[src/rtl/pixel_packer_pkg.sv]
// pixel_packer_pkg
// Shared constants and helpers for the 24-bit RGB to 32-bit stream packer.
//   PIX_W / WORD_W : pixel and output word widths
//   phase_e        : position of the next pixel inside a 4-pixel / 3-word group
//   TKEEP_ALL      : every output byte is valid
//   pack_word      : output word for a pixel at a given phase
//   next_residue   : bytes left over after that pixel
//   next_phase     : phase that follows a given phase
package pixel_packer_pkg;

  localparam int unsigned PIX_W  = 24;
  localparam int unsigned WORD_W = 32;

  localparam logic [3:0] TKEEP_ALL = 4'hF;

  typedef enum logic [1:0] {
    PH_0 = 2'd0,
    PH_1 = 2'd1,
    PH_2 = 2'd2,
    PH_3 = 2'd3
  } phase_e;

  // The pixels form a little-endian byte stream: the residue always holds
  // the oldest unsent bytes in its low positions.
  function automatic logic [WORD_W-1:0] pack_word(
    input phase_e           ph,
    input logic [PIX_W-1:0] res,
    input logic [PIX_W-1:0] pix
  );
    logic [WORD_W-1:0] w;
    case (ph)
      PH_1:    w = {pix[7:0], res};
      PH_2:    w = {pix[15:0], res[15:0]};
      PH_3:    w = {pix, res[7:0]};
      default: w = '0;
    endcase
    return w;
  endfunction

  function automatic logic [PIX_W-1:0] next_residue(
    input phase_e           ph,
    input logic [PIX_W-1:0] res,
    input logic [PIX_W-1:0] pix
  );
    logic [PIX_W-1:0] n;
    case (ph)
      PH_0:    n = pix;
      PH_1:    n = {8'h00, pix[23:8]};
      PH_2:    n = {16'h0000, pix[23:16]};
      default: n = '0;
    endcase
    // res is unused at this point; the whole residue is consumed by the
    // word built in pack_word.
    if (ph == PH_3) n = res & '0;
    return n;
  endfunction

  function automatic phase_e next_phase(input phase_e ph);
    phase_e n;
    case (ph)
      PH_0:    n = PH_1;
      PH_1:    n = PH_2;
      PH_2:    n = PH_3;
      default: n = PH_0;
    endcase
    return n;
  endfunction

endpackage

[src/rtl/pixel_packer.sv]
// pixel_packer
// Packs one 24-bit RGB pixel per handshake into a 32-bit AXI4-Stream video
// stream: every 4 pixels become 3 words. Start-of-frame travels on tuser,
// end-of-line on tlast.
//
// Ports
//   aclk, aresetn       : clock, asynchronous active-low reset
//   r, g, b             : pixel components, pixel P = {r,g,b}
//   valid, sof, eol     : pixel qualifier, first pixel of frame, last of line
//   in_stream_ready     : pixel is accepted on an edge when valid && ready
//   out_stream_tdata    : packed output word
//   out_stream_tkeep    : constant all-bytes-valid
//   out_stream_tlast    : end-of-line marker
//   out_stream_tuser    : start-of-frame marker
//   out_stream_tvalid   : output word valid
//   out_stream_tready   : downstream accepts the word
//
// Handshake: on the output side a word transfers on an edge where
// tvalid && tready; tvalid, once high, stays high with tdata/tlast/tuser
// stable until that edge. On the input side a pixel transfers on an edge
// where valid && in_stream_ready; ready only depends on the output register
// being free (or being drained on the same edge), so a new word can replace
// a departing one without a bubble.
module pixel_packer
  import pixel_packer_pkg::*;
(
  input  logic        aclk,
  input  logic        aresetn,
  input  logic [7:0]  r,
  input  logic [7:0]  g,
  input  logic [7:0]  b,
  input  logic        valid,
  input  logic        sof,
  input  logic        eol,
  output logic        in_stream_ready,
  output logic [31:0] out_stream_tdata,
  output logic [3:0]  out_stream_tkeep,
  output logic        out_stream_tlast,
  output logic        out_stream_tuser,
  output logic        out_stream_tvalid,
  input  logic        out_stream_tready
);

  logic [PIX_W-1:0] pix;

  phase_e           phase_q, phase_d;
  phase_e           phase_eff;
  logic [PIX_W-1:0] res_q, res_d;
  logic             sof_pend_q, sof_pend_d;

  logic [WORD_W-1:0] tdata_q, tdata_d;
  logic              tlast_q, tlast_d;
  logic              tuser_q, tuser_d;
  logic              tvalid_q, tvalid_d;

  logic              accept;
  logic              emit;
  logic [WORD_W-1:0] word;

  assign pix = {r, g, b};

  // Ready is forced low during reset so no pixel is taken while the
  // registers are being cleared.
  assign in_stream_ready = aresetn & (~tvalid_q | out_stream_tready);
  assign accept          = valid & in_stream_ready;

  // A start-of-frame pixel always opens a new group, dropping any partial
  // residue left from the previous frame.
  assign phase_eff = sof ? PH_0 : phase_q;

  assign word = pack_word(phase_eff, res_q, pix);

  always_comb begin
    phase_d    = phase_q;
    res_d      = res_q;
    sof_pend_d = sof_pend_q;
    tdata_d    = tdata_q;
    tlast_d    = tlast_q;
    tuser_d    = tuser_q;
    tvalid_d   = tvalid_q;
    emit       = 1'b0;

    // Word leaves; cleared here and re-set below if a new one arrives.
    if (tvalid_q && out_stream_tready) begin
      tvalid_d = 1'b0;
    end

    if (accept) begin
      emit  = (phase_eff != PH_0);
      res_d = next_residue(phase_eff, res_q, pix);

      if (sof) begin
        sof_pend_d = 1'b1;
      end

      // End of line closes the group; an eol pixel at phase 0 has nothing
      // complete to send, so its bytes are simply dropped.
      if (eol) begin
        phase_d = PH_0;
        res_d   = '0;
      end else begin
        phase_d = next_phase(phase_eff);
      end

      // A sof pixel is always at phase 0, so it never emits; the pending
      // flag therefore marks the first word built after it.
      if (emit) begin
        tdata_d    = word;
        tlast_d    = eol;
        tuser_d    = sof_pend_q;
        tvalid_d   = 1'b1;
        sof_pend_d = 1'b0;
      end
    end
  end

  always_ff @(posedge aclk or negedge aresetn) begin
    if (!aresetn) begin
      phase_q    <= PH_0;
      res_q      <= '0;
      sof_pend_q <= 1'b0;
      tdata_q    <= '0;
      tlast_q    <= 1'b0;
      tuser_q    <= 1'b0;
      tvalid_q   <= 1'b0;
    end else begin
      phase_q    <= phase_d;
      res_q      <= res_d;
      sof_pend_q <= sof_pend_d;
      tdata_q    <= tdata_d;
      tlast_q    <= tlast_d;
      tuser_q    <= tuser_d;
      tvalid_q   <= tvalid_d;
    end
  end

  assign out_stream_tdata  = tdata_q;
  assign out_stream_tkeep  = TKEEP_ALL;
  assign out_stream_tlast  = tlast_q;
  assign out_stream_tuser  = tuser_q;
  assign out_stream_tvalid = tvalid_q;

endmodule

[config.mk]
export PLATFORM = sky130hd
export DESIGN_NAME = pixel_packer
export DESIGN_NICKNAME = d
export VERILOG_FILES = /design/src/rtl/pixel_packer_pkg.sv /design/src/rtl/pixel_packer.sv
export SDC_FILE = /design/constraint.sdc
export NUM_CORES = 1
export LEC_CHECK = 0
export BUFFER_PORTS_ARGS = -buffer_cell sky130_fd_sc_hd__clkbuf_2
export CAP_MARGIN = 15
export CORE_ASPECT_RATIO = 1.25
export CORE_MARGIN = 3
export CORE_UTILIZATION = 35
export DETAILED_ROUTE_END_ITERATION = 8
export SYNTH_ARGS = -nofsm -noshare
export SYNTH_HDL_FRONTEND = slang
export SYNTH_SLANG_ARGS = --single-unit
[constraint.sdc]
create_clock -name aclk -period 1.8 [get_ports aclk]
set_input_delay 0 -clock aclk [delete_from_list [all_inputs] [get_ports aclk]]
set_output_delay 0 -clock aclk [all_outputs]
set_load 0.02 [all_outputs]
After elaboration in Yosys (flattened, before gate mapping)

Cells that the tools add are included.

Register bits after elaboration: 62
Input bits: 30
Output and inout port bits: 40
Word-level logic and storage cells: 32

Equal/unequal tests: 3
Multiplexer cells: 12
Bitwise logic cells: 4
Reduce and logical (&&, ||, !) cells: 6

Operator list:

| cell                                          | count |
|---|---|
| one-hot mux 32 bit (3 select lines)           | 1 |
| one-hot mux 24 bit (3 select lines)           | 1 |
| two-way mux 24 bit                            | 2 |
| one-hot mux 2 bit (3 select lines)            | 1 |
| two-way mux 1 bit                             | 5 |
| == test 2 bit, second input constant          | 2 |
| two-way mux 2 bit                             | 2 |
| AND reduction 2 bit                           | 2 |
| nonzero test 2 bit                            | 2 |
| AND 1 bit                                     | 2 |
| == test 2 x 1 -> 1 bit, second input constant | 1 |
| zero test 2 bit                               | 1 |
| logical AND 1 bit                             | 1 |
| NOT 1 bit                                     | 1 |
| bitwise OR 1 bit                              | 1 |

Depth between registers and ports, before layout

Word-level depth: 5
Gate-level depth with buffers: 8
Depth with buffers taken out: 6

Worst setup path after synthesis

No wires, ideal clock.

Path kind: register to register
Start point: register phase_q[1]
End point: register tdata_q[13] (netlist: out_stream_tdata[13])
Library setup time: 125 ps
Arrival time: 1731 ps
Data required time: 1675 ps
Setup slack: -56 ps
Stages on the path, launching flop included: 9
Buffers on the path: 2
Cell sequence: dfrtp_1 > nand2b_1 > inv_1 > ha_1 > buf_2 > or2_2 > clkbuf_1 > a22o_1 > mux2_2

Longest elaborated chain between the ends: 3
Elaborated cells between the ends (all ways): 7

RTL lines:

| what                                                                       | RTL line               | text |
|---|---|---|
| start: declaration                                                         | pixel_packer.sv:46     | `phase_e phase_q, phase_d;` |
| start signal: assignment                                                   | pixel_packer.sv:127    | `phase_q <= phase_d;` |
| two-way mux 2 bit *                                                        | pixel_packer.sv:69     | `assign phase_eff = sof ? PH_0 : phase_q;` |
| == test 2 bit (tied with other cells)                                      | pixel_packer_pkg.sv:31 | `case (ph)` |
| one-hot mux 32 bit (3 select lines) or AND reduction 2 bit (tied branches) | -                      |  |
| end signal: assignment                                                     | pixel_packer.sv:130    | `tdata_q <= tdata_d;` |
| end: declaration                                                           | pixel_packer.sv:51     | `logic [WORD_W-1:0] tdata_q, tdata_d;` |

Mark *: on every way between the ends. The rest lies on a longest branch, timed or not.
A chain may end at the register's enable or synchronous reset.

Worst setup path in the final report

Start point: register phase_q[1]
End point: register res_q[5]

Longest elaborated chain between the ends: 5
Elaborated cells between the ends (all ways): 8

RTL lines:

| what                                  | RTL line               | text |
|---|---|---|
| two-way mux 2 bit *                   | pixel_packer.sv:69     |  |
| == test 2 bit (tied with other cells) | pixel_packer_pkg.sv:46 | `case (ph)` |
| one-hot mux 24 bit (3 select lines)   | pixel_packer_pkg.sv:46 |  |
| two-way mux 24 bit *                  | pixel_packer_pkg.sv:54 | `if (ph == PH_3) n = res & '0;` |
| two-way mux 24 bit *                  | pixel_packer.sv:98     | `if (eol) begin` |
| end signal: assignment                | pixel_packer.sv:128    | `res_q <= res_d;` |
| end: declaration                      | pixel_packer.sv:48     | `logic [PIX_W-1:0] res_q, res_d;` |

Marked as above.

==> impl_metrics.ini <==
[outcome]
outcome = finished clean

[min_path]
holdPathStages = 3
hold_path.class = in -> reg
hold_start = g[0]
holdPathEnd = res_q[8]

[clock_tree]
root_buffer = clkbuf_8
cts_tree = done
clock_latency_ns = 0.35
cts_sinks = 62
path_clk_slew_ns = 0.07
h-tree-depth = 3
cts_buffers = 9
clk_path_buf_depth = 2

[synth]
ys_ff_latch = 62
ys_types = 32
synth-edff-count = 0
ys_warn_count = 0
syn-cell-area_um2 = 3033
syn_avg_cell_area_um2 = 12.85
synth_top_cell_area_share_pct = 51.16
syn-instance-count = 236
ys_seq_area_share_pct = 51.16
ys_top_cells_by_area = dfrtp_1 (51%), a222oi_1 (7.9%), mux2_2 (6.3%), mux2i_1 (5.3%), o2bb2ai_2 (5.0%)
yosysTopAreaCell = dfrtp_1
async_flop_share_pct = 100.0
ys.flop_type = dfrtp_1

[pwr]
powerDensity_nw_per_um2 = 1122
total_power_mw = 4.632
peakVddDrop_mv = 0.4433
switchingPower_mw = 1.461
p_int_mw = 3.171
sw_frac_of_total_pct = 31.54
combPwrFrac_pct = 27.1
seqPwrFrac_pct = 40.0
clock_power_share_pct = 32.9
total_leakage_power_nw = 1.923

[finish]
nets = 375
area_growth_pct = 36.18
drive_gt1_share_pct = 45.09
fill_cells = 753
diodes = 0
final_cells = 443

[route]
post_drt_wl_per_cell_um = 18.33
vias_per_cell = 5.614
drc = 0
dr.pass1.iters = 8
dr_total_vias = 2487
wl_mm = 8.120
first_iter_violations = 348
ant_nets = 0

[sta]
relSlewSlack_pct = 61.09
setup_viol = 0
worst_pin_slew_ns = 0.5837
fin_worst_skew_ns = 0.006148
hold_viol = 0
tns_ns = 0
period_share_pct = 97.40
whs_ns = 0.01955
fmax_mhz = 570.4
slew_violations = 0
setup_slack_ns = 0.04673
fin_crit_ns = 1.753

[global_routing]
first_global_vias = 2332
antenna_found_initial = 0
grt_max_degree = 65
grt-ovfl-total = 0
grt_pass1_wl_mm = 12.47
grt_usage_pct = 16.88

[worst_setup_path]
end_kind = flip-flop
cpMaxStageDelayCell = or4_4
crit_path_max_incr_delay_ns = 0.67
start_kind = flip-flop
critPathTopFamily = simple AND/OR/NAND/NOR gates
critical_path_class = reg -> reg
critPathArrivalTime_ns = 2.03
reg2reg_slack_ns = 0.05
r2r_start = phase_q[1]
cp_num_buf_inv = 1
cp.required_ns = 2.07
reg2reg_to = res_q[5]
worstRegToRegCells = 5
cp_cell_sequence = nand2b_1, inv_2, ha_4, or4_4, o2bb2ai_1
crit_fanout = 16

[placement]
dpl.cell_count = 393
place_congestion = 0.7689
port_buffers = 65
hpwl_mm = 5.412
pre_cts_ws_ns = 0.05285

[floorplanning]
num_rows = 37
core-area_um2 = 8333
initial_core_util_pct = 36.40
io_pins = 70
die-width_um = 89.26
die_h_um = 110.1
dieArea_um2 = 9825

[job]
maxCapViolations = 0
[metrics by stage]
| step | util, % | area, µm² |
|---|---|---|
| finish | 49.56 | 4130 |
| global route | 49.56 | 4130 |
| CTS | 47.51 | 3959 |
| detailed placement | 42.51 | 3542 |
| global placement | 42.51 | 3542 |
| floorplan | - | 3090 |
[cells in the final DEF, fill, tap and decap left out, types with 10 or more instances in the layout]
master and n:
clkbuf_2 65, dfrtp_1 62, buf_4 27, a222oi_1 24, mux2_2 17, dlygate4sd3_1 17, inv_1 16, mux2i_1 16
o2bb2ai_2 11, clkbuf_8 10
[kinds of logic (layout without fill, tap and decap cells)]
logic type / count (synthesis) / in the layout / share of synthesized area, %
AOI/OAI and AO/OA: 70 / 70 / 22.73
DFF: 62 / 62 / 51.16
buffers and inverters: 43 / 150 / 6.972
muxes: 34 / 34 / 11.96
and+or+nand+nor: 22 / 22 / 5.404
adders and majority gates: 4 / 4 / 1.650
other: 1 / 4 / 0.1236
[state kept, by name, summed over array words and instances (netlist names)]
signal / cells
out_stream_tdata: 32
out_stream_tlast: 1
out_stream_tuser: 1
out_stream_tvalid: 1
phase_q: 2
res_q: 24
sof_pend_q: 1
[area by class of cell]
class                   instances  area (µm²)  share of cell area [%]
clock buffers                  10       137.6                   3.332
well taps                      97       121.4                   2.938
repair buffers                116       825.8                   19.99
flip-flops and latches         62        1551                   37.56
inverters                      18       67.56                   1.636
clock inverters                 6       108.9                   2.636
multi-input cells             134        1318                   31.90
[worst max-delay path by stage]
| stage | start | end | slack [ns] | depth (start not counted) |
|---|---|---|---|---|
| after floorplan | phase_q[1] | out_stream_tdata[13] | 0.01 | 6 |
| after global placement | phase_q[1] | res_q[3] | 0.10 | 5 |
| after detailed placement | phase_q[0] | out_stream_tdata[7] | 0.05 | 8 |
| after CTS | phase_q[0] | out_stream_tdata[7] | 0.02 | 8 |
| after global routing | sof | out_stream_tdata[7] | -0.006 | 7 |
| final | phase_q[1] | res_q[5] | 0.05 | 5 |
[routing by layer]
metal  part of all wire, %  wire [µm]  vias to the layer above  track usage [%]
met5                     0          0                        -                0
met1                    43       3504                     1252            22.29
met3                   5.2        423                       13            2.677
li1                      -          -                     1125                -
met4                   2.0        166                        0            7.340
met2                    50       4025                       97            27.19
[cells in the mapped netlist (all sizes together) (2+ instances only)]
library cell,instances
inv,18
clkbuf,14
a22o,8
o2bb2ai,16
mux2i,16
mux2,18
nor3,2
dfrtp,62
nor2b,9
a222oi,24
o21ai,4
buf,11
a22oi,8
nand2b,4
a32o,8
ha,4
[timing repair]
action	in CTS	in global routing
hold buffers	17	0
setup buffers	0	16
gates resized for setup	0	6
setup endpoints to repair	0	23
endpoints found under the hold margin	80	0
[worst register-to-register path, stage by stage, from the launching register on]
cell	delay, ns
dfrtp_1	0.38
nand2b_1	0.15
inv_2	0.08
ha_4	0.18
or4_4	0.67
o2bb2ai_1	0.22
[power by group through the flow]
| stage | Combinational [mW] | Sequential [mW] | Clock, mW |
|---|---|---|---|
| 3_3_place_gp | 1.19 | 1.87 | 0 |
| 5_1_grt | 1.37 | 1.89 | 1.62 |
| 4_1_cts | 1.23 | 1.85 | 1.55 |
| 3_5_place_dp | 1.20 | 1.88 | 0 |
| 2_1_floorplan | 0.507 | 2.10 | 0 |
| 6_report | 1.26 | 1.85 | 1.52 |
Power figures use the tool's default switching activity.
